## src/rtl/tff_counter_pkg.sv

```systemverilog
// Shared constants and helpers for the toggle-flop counter family.
// Used by tff_counter and tff_bit; see tff_counter.sv for SIM_C2Q_DELAY_EN.
package tff_counter_pkg;

    localparam int MODE_WRAP     = 0;
    localparam int MODE_SAT      = 1;
    localparam int C2Q_DELAY_DEF = 2;
    localparam int WIDTH_MIN     = 2;
    localparam int WIDTH_MAX     = 32;

    typedef enum logic [1:0] {
        OP_HOLD,
        OP_STEP,
        OP_LOAD,
        OP_CLR
    } op_e;

    function automatic logic [31:0] max_val(input int width);
        if (width >= 32) begin
            return 32'hFFFF_FFFF;
        end
        return (32'd1 << width) - 32'd1;
    endfunction

endpackage

```

## src/rtl/tff_bit.sv

```systemverilog
// Single toggle flop with async active-low reset to a per-bit value.
// SIM_C2Q_DELAY_EN adds a clock-to-Q delay to the non-reset update.
module tff_bit
    import tff_counter_pkg::*;
#(
    parameter logic RST_VAL   = 1'b0,
    parameter int   C2Q_DELAY = C2Q_DELAY_DEF
) (
    input  logic clk,
    input  logic reset_n,
    input  logic t,
    output logic q
);

    logic q_q;
    logic q_d;

    if (C2Q_DELAY < 0) begin : g_bad_delay
        $fatal(1, "tff_bit: C2Q_DELAY must be non-negative");
    end

    always_comb begin
        q_d = q_q ^ t;
    end

    always_ff @(posedge clk or negedge reset_n) begin
        if (!reset_n) begin
            q_q <= RST_VAL;
        end else begin
`ifdef SIM_C2Q_DELAY_EN
            q_q <= #(C2Q_DELAY * 1ns) q_d;
`else
            q_q <= q_d;
`endif
        end
    end

    assign q = q_q;

endmodule

```

## src/rtl/tff_counter.sv

```systemverilog
// Up/down counter built from a chain of toggle flops, wrap or saturate.
// Optional macro SIM_C2Q_DELAY_EN delays q/wrap updates by C2Q_DELAY ns.
module tff_counter
    import tff_counter_pkg::*;
#(
    parameter int WIDTH     = 8,
    parameter int SATURATE  = MODE_WRAP,
    parameter int RESET_VAL = 0,
    parameter int C2Q_DELAY = C2Q_DELAY_DEF
) (
    input  logic             clk,
    input  logic             reset_n,
    input  logic             en,
    input  logic             up_dn,
    input  logic             clr,
    input  logic             load,
    input  logic [WIDTH-1:0] d,
    output logic [WIDTH-1:0] q,
    output logic             tc,
    output logic             wrap
);

    localparam logic [WIDTH-1:0] MAX_V = WIDTH'(max_val(WIDTH));
    localparam logic [WIDTH-1:0] RST_V = WIDTH'(RESET_VAL);
    localparam logic             SAT   = (SATURATE == MODE_SAT);

    if ((WIDTH < WIDTH_MIN) || (WIDTH > WIDTH_MAX)) begin : g_bad_width
        $fatal(1, "tff_counter: WIDTH %0d out of range 2..32", WIDTH);
    end
    if ((RESET_VAL < 0) ||
        (longint'(RESET_VAL) > longint'(max_val(WIDTH)))) begin : g_bad_rst
        $fatal(1, "tff_counter: RESET_VAL does not fit in WIDTH");
    end
    if ((SATURATE != MODE_WRAP) && (SATURATE != MODE_SAT)) begin : g_bad_mode
        $fatal(1, "tff_counter: SATURATE must be 0 or 1");
    end

    logic [WIDTH-1:0] q_w;
    logic [WIDTH-1:0] t_step;
    logic [WIDTH-1:0] t_mask;
    logic             tc_c;
    logic             wrap_q;
    logic             wrap_d;
    op_e              op;

    always_comb begin
        tc_c = en & (up_dn ? (q_w == MAX_V) : (q_w == '0));

        // Carry/borrow chain: a bit flips when every lower bit sits at
        // the stepping boundary (all ones up, all zeros down).
        t_step[0] = 1'b1;
        for (int i = 1; i < WIDTH; i++) begin
            t_step[i] = t_step[i-1] & (up_dn ? q_w[i-1] : ~q_w[i-1]);
        end

        op = OP_HOLD;
        priority case (1'b1)
            clr:     op = OP_CLR;
            load:    op = OP_LOAD;
            en:      op = OP_STEP;
            default: op = OP_HOLD;
        endcase

        t_mask = '0;
        wrap_d = 1'b0;
        unique case (op)
            OP_CLR:  t_mask = q_w ^ RST_V;
            OP_LOAD: t_mask = q_w ^ d;
            OP_STEP: begin
                if (tc_c && SAT) begin
                    t_mask = '0;
                end else begin
                    t_mask = t_step;
                    wrap_d = tc_c;
                end
            end
            OP_HOLD: t_mask = '0;
        endcase
    end

    for (genvar i = 0; i < WIDTH; i++) begin : g_bit
        tff_bit #(
            .RST_VAL   (RST_V[i]),
            .C2Q_DELAY (C2Q_DELAY)
        ) u_bit (
            .clk     (clk),
            .reset_n (reset_n),
            .t       (t_mask[i]),
            .q       (q_w[i])
        );
    end

    always_ff @(posedge clk or negedge reset_n) begin
        if (!reset_n) begin
            wrap_q <= 1'b0;
        end else begin
`ifdef SIM_C2Q_DELAY_EN
            wrap_q <= #(C2Q_DELAY * 1ns) wrap_d;
`else
            wrap_q <= wrap_d;
`endif
        end
    end

    assign q    = q_w;
    assign tc   = tc_c;
    assign wrap = wrap_q;

endmodule

```

## config.mk

```make
export PLATFORM = sky130hd
export DESIGN_NAME = tff_counter
export DESIGN_NICKNAME = d
export VERILOG_FILES = /design/src/rtl/tff_counter_pkg.sv /design/src/rtl/tff_bit.sv /design/src/rtl/tff_counter.sv
export SDC_FILE = /design/constraint.sdc
export NUM_CORES = 1
export LEC_CHECK = 0
export BUFFER_PORTS_ARGS = -buffer_cell sky130_fd_sc_hd__buf_2
export CORE_UTILIZATION = 44
export DETAILED_ROUTE_END_ITERATION = 8
export PLACE_DENSITY_LB_ADDON = 0.08
export REMOVE_ABC_BUFFERS = 1
export SYNTH_ARGS = -nofsm -noshare
export SYNTH_HDL_FRONTEND = slang
export SYNTH_SLANG_ARGS = --single-unit
```

## constraint.sdc

```tcl
create_clock -name clk -period 1.6 [get_ports clk]
set_input_delay 0.24 -clock clk [delete_from_list [all_inputs] [get_ports clk]]
set_output_delay 0.24 -clock clk [all_outputs]
set_load 0.02 [all_outputs]
```

==> results of run 1 <==
## worst max path at each step
stage                startpoint  endpoint  slack (ps)  cells past startpoint
5_1_grt        g_bit[5].u_bit.q        tc        -410                      5
6_report       g_bit[5].u_bit.q        tc        -350                      5
3_3_place_gp   g_bit[4].u_bit.q        tc        -140                      5
3_5_place_dp   g_bit[4].u_bit.q        tc        -170                      5
2_1_floorplan  g_bit[4].u_bit.q        tc        -350                      4
4_1_cts        g_bit[4].u_bit.q        tc        -350                      5
## worst max-delay path: stages, from the launching register on
cell,delay [ps]
dfrtp_1,370
or4_4,560
nor4_4,140
a31oi_1,80
nor2b_1,140
buf_4,150
## placed cells by master, fill, tap and decap left out, types with 2 or more instances in the layout
cell,synthesis,routed
clkbuf_4,0,3
a211oi_1,6,6
buf_2,0,22
nor2b_1,2,2
a211oi_2,2,2
a221oi_4,0,3
nand3_1,2,2
nand2_1,3,3
dfrtp_1,9,9
buf_4,12,16
or4_4,2,2
o21a_1,3,3
nor3_2,3,3
xor2_1,3,3
nor2_1,8,8
## synth_stat cells, types with 2 or more instances
master / number
nand3_1: 2
nand2_1: 3
nor2_1: 8
or4_4: 2
o21a_1: 3
nor3_2: 3
xor2_1: 3
a211oi_2: 2
nor2b_1: 2
buf_4: 12
a221oi_2: 3
dfrtp_1: 9
a211oi_1: 6
## power by group
part           internal (mW)  total, mW  switching [mW]
Combinational          0.109      0.238           0.130
Sequential             0.243      0.258          0.0155
Clock                 0.0968      0.190          0.0934
## cells by family (layout without fill, tap and decap cells)
logic type,after synthesis,after routing
buffers and inverters,15,45
XOR/XNOR,4,4
AND/OR/NAND/NOR,29,29
flip-flops,9,9
AO/OA/AOI/OAI,22,22
## timing repair
item | CTS | global route
pin swaps | 8 | 3
setup buffers | 2 | 0
hold endpoints to repair | 9 | 0
hold buffers | 1 | 0
endpoints found under the setup margin | 5 | 6
cloned | 0 | 0
gates resized for setup | 6 | 3
## per-stage QoR
step                      setup TNS, ps  power, mW  util (%)
after CTS                        -830.5     0.6828     63.23
after floorplan                  -870.7     0.3692         -
after detailed placement         -366.7     0.4702     57.39
after global routing              -1454     0.7230     65.02
final                             -1031     0.6867     65.02
after global placement           -313.6     0.4670     57.39
## metal layers
layer	vias to the layer above	GRT usage (%)	wire (µm)
met2	20	38.21	883
li1	345	-	-
met5	-	0	0
met4	0	5.455	8
met3	2	7.660	91
met1	350	28.50	851
## flip-flops by register name (all words and copies together) (netlist names)
register	count
g_bit.u_bit.q	8
wrap	1
## cell type report
cell class	count	area [µm²]	share of cell area, %
Clock buffer	4	26.28	2.622
Tap cell	16	20.02	1.998
Timing Repair Buffer	40	251.5	25.09
Multi-Input combinational cell	55	475.5	47.44
Inverter	1	3.754	0.3745
Sequential cell	9	225.2	22.47
==> flow_metrics.tcl, run 1 <==
set metrics [dict create \
    status "finished, violations left" \
    violations "negative setup slack" \
    end_kind "output port" \
    critical_path_class "flip-flop to output port" \
    drt_pass1_iterations 4 \
    place_area_um2 884.6 \
    coreArea_mm2 0.001541 \
    die_h_um 43.27 \
    ys_top_cells_by_area "dfrtp_1, buf_4, a211oi_1, a221oi_2, nor3_2" \
    synth_top_family_by_area "compound AO/OA/AOI/OAI gates" \
    holdPathStages 3 \
    synthAdderAreaFrac_pct 0 \
    critical_path.startpoint_type "flip-flop" \
    gp_routability_congestion 0.7338 \
    cts.htree.levels 1 \
    period_minus_slack_ps 1953 \
    synth.distinct_cells 34 \
    post-route-drc-count 0 \
    dr.first_iter.drc_count 7 \
    cp_max_fo 2 \
    dieWidth_um 43.27 \
    synth_top_cell_area_share_pct 30.05 \
    p_per_area_mw_per_mm2 685.2 \
    slew_violations 0 \
    rsz0062_at_grt "yes" \
    cts_tree "done" \
    setup_viol 6 \
    cts_buffers 3 \
    grt_max_degree 10 \
    final_cells 125 \
    yosys_register_bits 9 \
    peakVddDrop_mv 0.4478 \
    synth-edff-count 0 \
    synthMuxAreaShare_pct 0 \
    cp.required_ps 1360 \
    stdcell_area_mm2 0.001002 \
    rrSetupSlack_ps -170 \
    yosys.area.top_type "dfrtp_1" \
    synth_simple_gate_area_share_pct 24.37 \
    dp_hpwl_um 1353 \
    grt_usage_pct 22.99 \
    overflow 0 \
    wire_per_inst_um 14.68 \
    ys_seq_area_share_pct 30.05 \
    r2r-end "g_bit[4].u_bit.q" \
    fin_worst_skew_ps 2.486 \
    setup_slack_ps -353.3 \
    fmax_ghz 0.5120 \
    wl_um 1835 \
    dp_slack_ps -166.1 \
    synthCells 79 \
    antenna_cells 0 \
    timing.rr.start "g_bit[0].u_bit.q" \
    syn_avg_cell_area_um2 9.487 \
    synthToLayoutAreaGrowth_pct 33.72 \
    whs_ps 205.2 \
    antenna_found_initial 0 \
    slew_headroom_pct 69.93 \
    pin_count 24 \
    synth_warnings 0 \
    worstMarginPinSlew_ps 451.1 \
    clk_pin_slew_ps 70 \
    reg2reg_depth 5 \
    vias 717 \
    ys_async_sr_fraction_pct 100.0 \
    synth_area_um2 749.5 \
    whs_endpoint "g_bit[0].u_bit.q" \
    clk_root_buffer_cell "clkbuf_4" \
    rows 14 \
    clock_sinks 9 \
    dp.cells 118 \
    drive_gt1_share_pct 55.05 \
    clk_path_buf_depth 2 \
    hold_violations 0 \
    insertion_delay_ps 270 \
    grt_pass1_vias 694 \
    grt_pass1_wl_um 3111 \
    die-area_mm2 0.001872 \
    num-fill-cells 129 \
    final_nets 124 \
    port_buffers 23 \
    hold_class "input pin to flip-flop" \
    crit_arrival_ps 1710 \
    synth_xor_area_share_pct 4.674 \
    ant_nets 0 \
    synth_compound_area_share_pct 26.38 \
    synth_flop_cell "dfrtp_1" \
    start_util_pct 48.62 \
    p_leak_nw 0.4746 \
    final.period_utilization_pct 122.1 \
    cap_violations 0 \
    hold_path_startpoint "d[0]" \
    drt-vias-per-instance 5.736 \
]
(Power assumes the default switching activity.)
==> run 2: changes to the inputs <==
--- a/config.mk
+++ b/config.mk
@@ -6,6 +6,7 @@
 export NUM_CORES = 1
 export LEC_CHECK = 0
 export BUFFER_PORTS_ARGS = -buffer_cell sky130_fd_sc_hd__buf_2
+export CORE_ASPECT_RATIO = 1.25
 export CORE_UTILIZATION = 44
 export DETAILED_ROUTE_END_ITERATION = 8
 export PLACE_DENSITY_LB_ADDON = 0.08
==> run 2 against run 1 <==
The flow still finishes with violations (negative setup slack). Clock-buffer cell count fell by 1. Cell count rose by 0.80%. Critical path depth did not move. Sequential power barely moved. Final area fell by 0.62%. Register-to-register slack improved by 20 ps. Combinational power fell by 2%. Worst setup slack got worse by 10 ps. Sequential share of layout area rose by 0.14 points. Worst hold slack improved by 12 ps. Critical endpoint unchanged.
==> flow_metrics.tcl, run 2 (synthesis gave the netlist of run 1 again) <==
set metrics [dict create \
    synthToLayoutAreaGrowth_pct 32.89 \
    final.period_utilization_pct 122.7 \
    clk_root_buffer_cell "clkbuf_4" \
    setup_slack_ps -363.5 \
    cap_violations 0 \
    antenna_cells 0 \
    rows 16 \
    antenna_found_initial 0 \
    violations "negative setup slack" \
    whs_endpoint "g_bit[0].u_bit.q" \
    rsz0062_at_grt "yes" \
    cp.required_ps 1360 \
    start_util_pct 47.39 \
    status "finished, violations left" \
    layout_common_cells "buf_2, buf_4, dfrtp_1" \
    final_cells 126 \
    holdPathStages 3 \
    drt-vias-per-instance 5.698 \
    cts.htree.levels 1 \
    grt_usage_pct 21.41 \
    hold_class "input pin to flip-flop" \
    clock_sinks 9 \
    hold_path_startpoint "d[0]" \
    dr.first_iter.drc_count 5 \
    cp_max_fo 2 \
    slew_violations 0 \
    end_kind "output port" \
    port_buffers 23 \
    r2r-end "g_bit[4].u_bit.q" \
    rrSetupSlack_ps -150 \
    coreArea_mm2 0.001582 \
    largest_register_ffs 8 \
    fmax_ghz 0.5093 \
    insertion_delay_ps 260 \
    final_nets 123 \
    slew_headroom_pct 71.09 \
    worstMarginPinSlew_ps 433.6 \
    vias 718 \
    wire_per_inst_um 14.24 \
    die-area_mm2 0.001874 \
    clk_pin_slew_ps 70 \
    fin_worst_skew_ps 1.662 \
    clk_path_buf_depth 2 \
    p_per_area_mw_per_mm2 676.8 \
    drive_gt1_share_pct 56.48 \
    whs_ps 217.4 \
    final_common_cell "buf_2" \
    num-fill-cells 131 \
    grt_pass1_wl_um 2635 \
    p_leak_nw 0.4718 \
    wl_um 1794 \
    crit_arrival_ps 1720 \
    dieWidth_um 38.92 \
    critical_path.startpoint_type "flip-flop" \
    gp_routability_congestion 0.7272 \
    drt_pass1_iterations 4 \
    overflow 0 \
    dp.cells 119 \
    period_minus_slack_ps 1963 \
    cts_tree "done" \
    dp_hpwl_um 1333 \
    setup_viol 6 \
    grt_max_degree 10 \
    reg2reg_depth 5 \
    cts_buffers 3 \
    grt_pass1_vias 565 \
    peakVddDrop_mv 0.4095 \
    pin_count 24 \
    timing.rr.start "g_bit[0].u_bit.q" \
    hold_violations 0 \
    die_h_um 48.15 \
    ant_nets 0 \
    post-route-drc-count 0 \
    critical_path_class "flip-flop to output port" \
]
run 2: cell types whose count changed in the layout (fill, tap and decap cells not counted), sizes merged:
cell,previous run,this run
clkinv,0,1
clkbuf,4,3
buf,39,38
run 2: repair_timing:
action / in CTS / in global routing
buffers inserted: 2 / 0
pin swaps: 8 / 0
endpoints found under the setup margin: 5 / 6
endpoints found under the hold margin: 9 / 0
hold buffers: 1 / 0
gates resized for setup: 5 / 4
run 2: stage by stage:
stage / worst slack (ps) / power (mW) / TNS [ps] / util [%] / instance area (µm²)
floorplan: -346.5 / 0.3692 / -870.7 / - / 644.4
global placement: -134.4 / 0.4618 / -264.3 / 55.62 / 879.6
detailed placement: -160.7 / 0.4663 / -417.8 / 55.62 / 879.6
CTS: -351.8 / 0.6667 / -868.2 / 60.68 / 959.7
global route: -449.4 / 0.7111 / -1348 / 62.97 / 996.0
finish: -363.5 / 0.6740 / -978.9 / 62.97 / 996.0
run 2: layout make-up:
| cell class | count | area (µm²) | share of cell area [%] |
|---|---|---|---|
| timing repair buffer | 39 | 244.0 | 24.50 |
| sequential | 9 | 225.2 | 22.61 |
| tap | 18 | 22.52 | 2.261 |
| clock buffer | 3 | 22.52 | 2.261 |
| multi-input combinational | 55 | 473.0 | 47.49 |
| inverter | 1 | 3.754 | 0.3769 |
| clock inverter | 1 | 5.005 | 0.5025 |
run 2: report_power, final:
group	internal (mW)	total [mW]	switching (mW)
sequential	0.243	0.258	0.0150
clock	0.0923	0.183	0.0908
combinational	0.105	0.233	0.128
total	0.440	0.674	0.234
run 2: worst max path at each step:
| stage | startpoint | end | cells after the start |
|---|---|---|---|
| finish | g_bit[4].u_bit.q | tc | 5 |
| global placement | g_bit[4].u_bit.q | tc | 5 |
| detailed placement | g_bit[4].u_bit.q | tc | 5 |
| floorplan | g_bit[4].u_bit.q | tc | 4 |
| CTS | g_bit[4].u_bit.q | tc | 5 |
| global route | g_bit[4].u_bit.q | tc | 5 |
run 2: critical path, cell delays in order, from the launching register on:
cell,delay (ps)
dfrtp_1,380
or4_4,560
nor4_4,150
a31oi_1,90
nor2b_1,140
buf_4,150
run 2: layer usage:
layer,up-vias,GRT usage (%),share of wire [%]
li1,349,-,-
met2,19,35.67,52
met1,348,27.43,44
met4,0,10.34,0.50
met5,-,0,0
met3,2,2.740,3.6
==> run 3: changes to the inputs <==
--- a/config.mk
+++ b/config.mk
@@ -6,8 +6,10 @@
 export NUM_CORES = 1
 export LEC_CHECK = 0
 export BUFFER_PORTS_ARGS = -buffer_cell sky130_fd_sc_hd__buf_2
+export CELL_PAD_IN_SITES_DETAIL_PLACEMENT = 1
+export CELL_PAD_IN_SITES_GLOBAL_PLACEMENT = 1
 export CORE_ASPECT_RATIO = 1.25
-export CORE_UTILIZATION = 44
+export CORE_UTILIZATION = 33
 export DETAILED_ROUTE_END_ITERATION = 8
 export PLACE_DENSITY_LB_ADDON = 0.08
 export REMOVE_ABC_BUFFERS = 1
==> run 3 against run 2 <==
The run still ends with negative setup slack left. Routed wire length up 33%. Core utilization down 12 points. Clock power up 3%. Sequential share of layout area down 0.95 points. Worst setup slack worse by 31 ps. First-iteration DRC count unchanged. Critical path type unchanged. Critical endpoint unchanged. Largest cell class unchanged.
==> flow_metrics.tcl, run 3 (synthesis gave the netlist of run 1 again) <==
set metrics [dict create \
    wire_per_inst_um 17.04 \
    reg2reg_depth 5 \
    vias 723 \
    antenna_cells 0 \
    cp.required_ps 1360 \
    period_minus_slack_ps 1995 \
    dp_hpwl_um 1633 \
    fmax_ghz 0.5013 \
    rsz0062_at_grt "yes" \
    critical_path_class "flip-flop to output port" \
    final_nets 125 \
    final_common_cell "buf_2" \
    cts_buffers 3 \
    grt_usage_pct 20.69 \
    cap_violations 0 \
    dp_slack_ps -156.7 \
    grt_pass1_wl_um 3719 \
    coreArea_mm2 0.002049 \
    crit_path_cell_trace "or4_4 > nor4_4 > a31oi_2 > nor2b_1 > buf_4" \
    rrSetupSlack_ps -250 \
    setup_viol 6 \
    post-route-drc-count 0 \
    overflow 0 \
    pin_count 24 \
    layout_common_cells "buf_2, buf_4, dfrtp_1" \
    cts.htree.levels 1 \
    port_buffers 23 \
    die_h_um 55.28 \
    crit_arrival_ps 1750 \
    whs_endpoint "g_bit[0].u_bit.q" \
    worstMarginPinSlew_ps 463.5 \
    slew_headroom_pct 69.10 \
    cp_max_fo 2 \
    clock_sinks 9 \
    largest_register_ffs 8 \
    grt_max_degree 10 \
    setup_slack_ps -394.9 \
    dr.first_iter.drc_count 5 \
    wl_um 2386 \
    drive_gt1_share_pct 58.18 \
    status "finished, violations left" \
    final.period_utilization_pct 124.7 \
    insertion_delay_ps 260 \
    clk_path_buf_depth 2 \
    holdPathStages 3 \
    slowest_stage "or4_4" \
    hold_path_startpoint "d[0]" \
    antenna_found_initial 0 \
    start_util_pct 36.57 \
    hold_class "input pin to flip-flop" \
    die-area_mm2 0.002467 \
    drt_pass1_iterations 2 \
    clk_root_buffer_cell "clkbuf_4" \
    dieWidth_um 44.63 \
    timing.rr.start "g_bit[0].u_bit.q" \
    fin_tns_setup_ps -1365 \
    r2r-end "g_bit[5].u_bit.q" \
    clk_pin_slew_ps 70 \
    slowest_delay_ps 570 \
    violations "negative setup slack" \
    drt-vias-per-instance 5.164 \
    cts_tree "done" \
    grt_pass1_vias 758 \
    rows 18 \
    num-fill-cells 257 \
    p_leak_nw 0.4821 \
    ant_nets 0 \
    critical_path.startpoint_type "flip-flop" \
    fin_worst_skew_ps 2.471 \
    slew_violations 0 \
    p_per_area_mw_per_mm2 675.6 \
    gp_routability_congestion 0.7560 \
    hold_violations 0 \
    synthToLayoutAreaGrowth_pct 38.73 \
    peakVddDrop_mv 0.3601 \
    end_kind "output port" \
]
## run 3: cell type report
cell class	count	area, µm²	area share [%]
clock buffers	4	26.28	2.527
inverters	1	3.754	0.3610
multi-input cells	55	484.2	46.57
flip-flops and latches	9	225.2	21.66
repair buffers	41	262.8	25.27
well taps	30	37.54	3.610
## run 3: power by group
| group | total [mW] | switching, mW | internal [mW] |
|---|---|---|---|
| Combinational | 0.253 | 0.139 | 0.115 |
| Sequential | 0.260 | 0.0175 | 0.243 |
| Clock | 0.189 | 0.0926 | 0.0962 |
## run 3: per-stage QoR
stage / power, mW / area, µm² / cells / hold WS (ps) / utilization [%]
after floorplan: 0.3692 / 644.4 / 65 / -55.59 / -
after global placement: 0.4725 / 902.1 / 132 / 111.0 / 44.02
after detailed placement: 0.4780 / 902.1 / 132 / 119.1 / 44.02
after CTS: 0.6925 / 997.2 / 139 / 208.6 / 48.66
after global routing: 0.7411 / 1040 / 140 / 226.1 / 50.73
final: 0.7024 / 1040 / 140 / 215.8 / 50.73
## run 3: worst max path at each step
| stage | start | to |
|---|---|---|
| finish | g_bit[4].u_bit.q | tc |
| global route | g_bit[4].u_bit.q | tc |
| CTS | g_bit[4].u_bit.q | tc |
| detailed placement | g_bit[4].u_bit.q | tc |
| global placement | g_bit[4].u_bit.q | tc |
| floorplan | g_bit[4].u_bit.q | tc |
## run 3: worst max-delay path, delay by kind of cell, from the launching register on
kind	cells	cell delay (ps)
buffers and inverters	1	150
and+or+nand+nor	3	880
AOI/OAI and AO/OA	1	70
DFF	1	390
## run 3: what timing repair did
item	CTS	global route
endpoints found under the setup margin	5	6
hold buffers	1	0
pin swaps	9	7
gates resized for setup	7	5
endpoints found under the hold margin	9	0
buffers inserted	2	1
## run 3: routing by layer
layer,part of all wire (%),vias to the layer above,track usage [%]
met5,0,-,0
met3,3.4,4,1.961
met2,57,22,38.66
met1,38,352,23.93
li1,-,345,-
met4,1.0,0,5.195
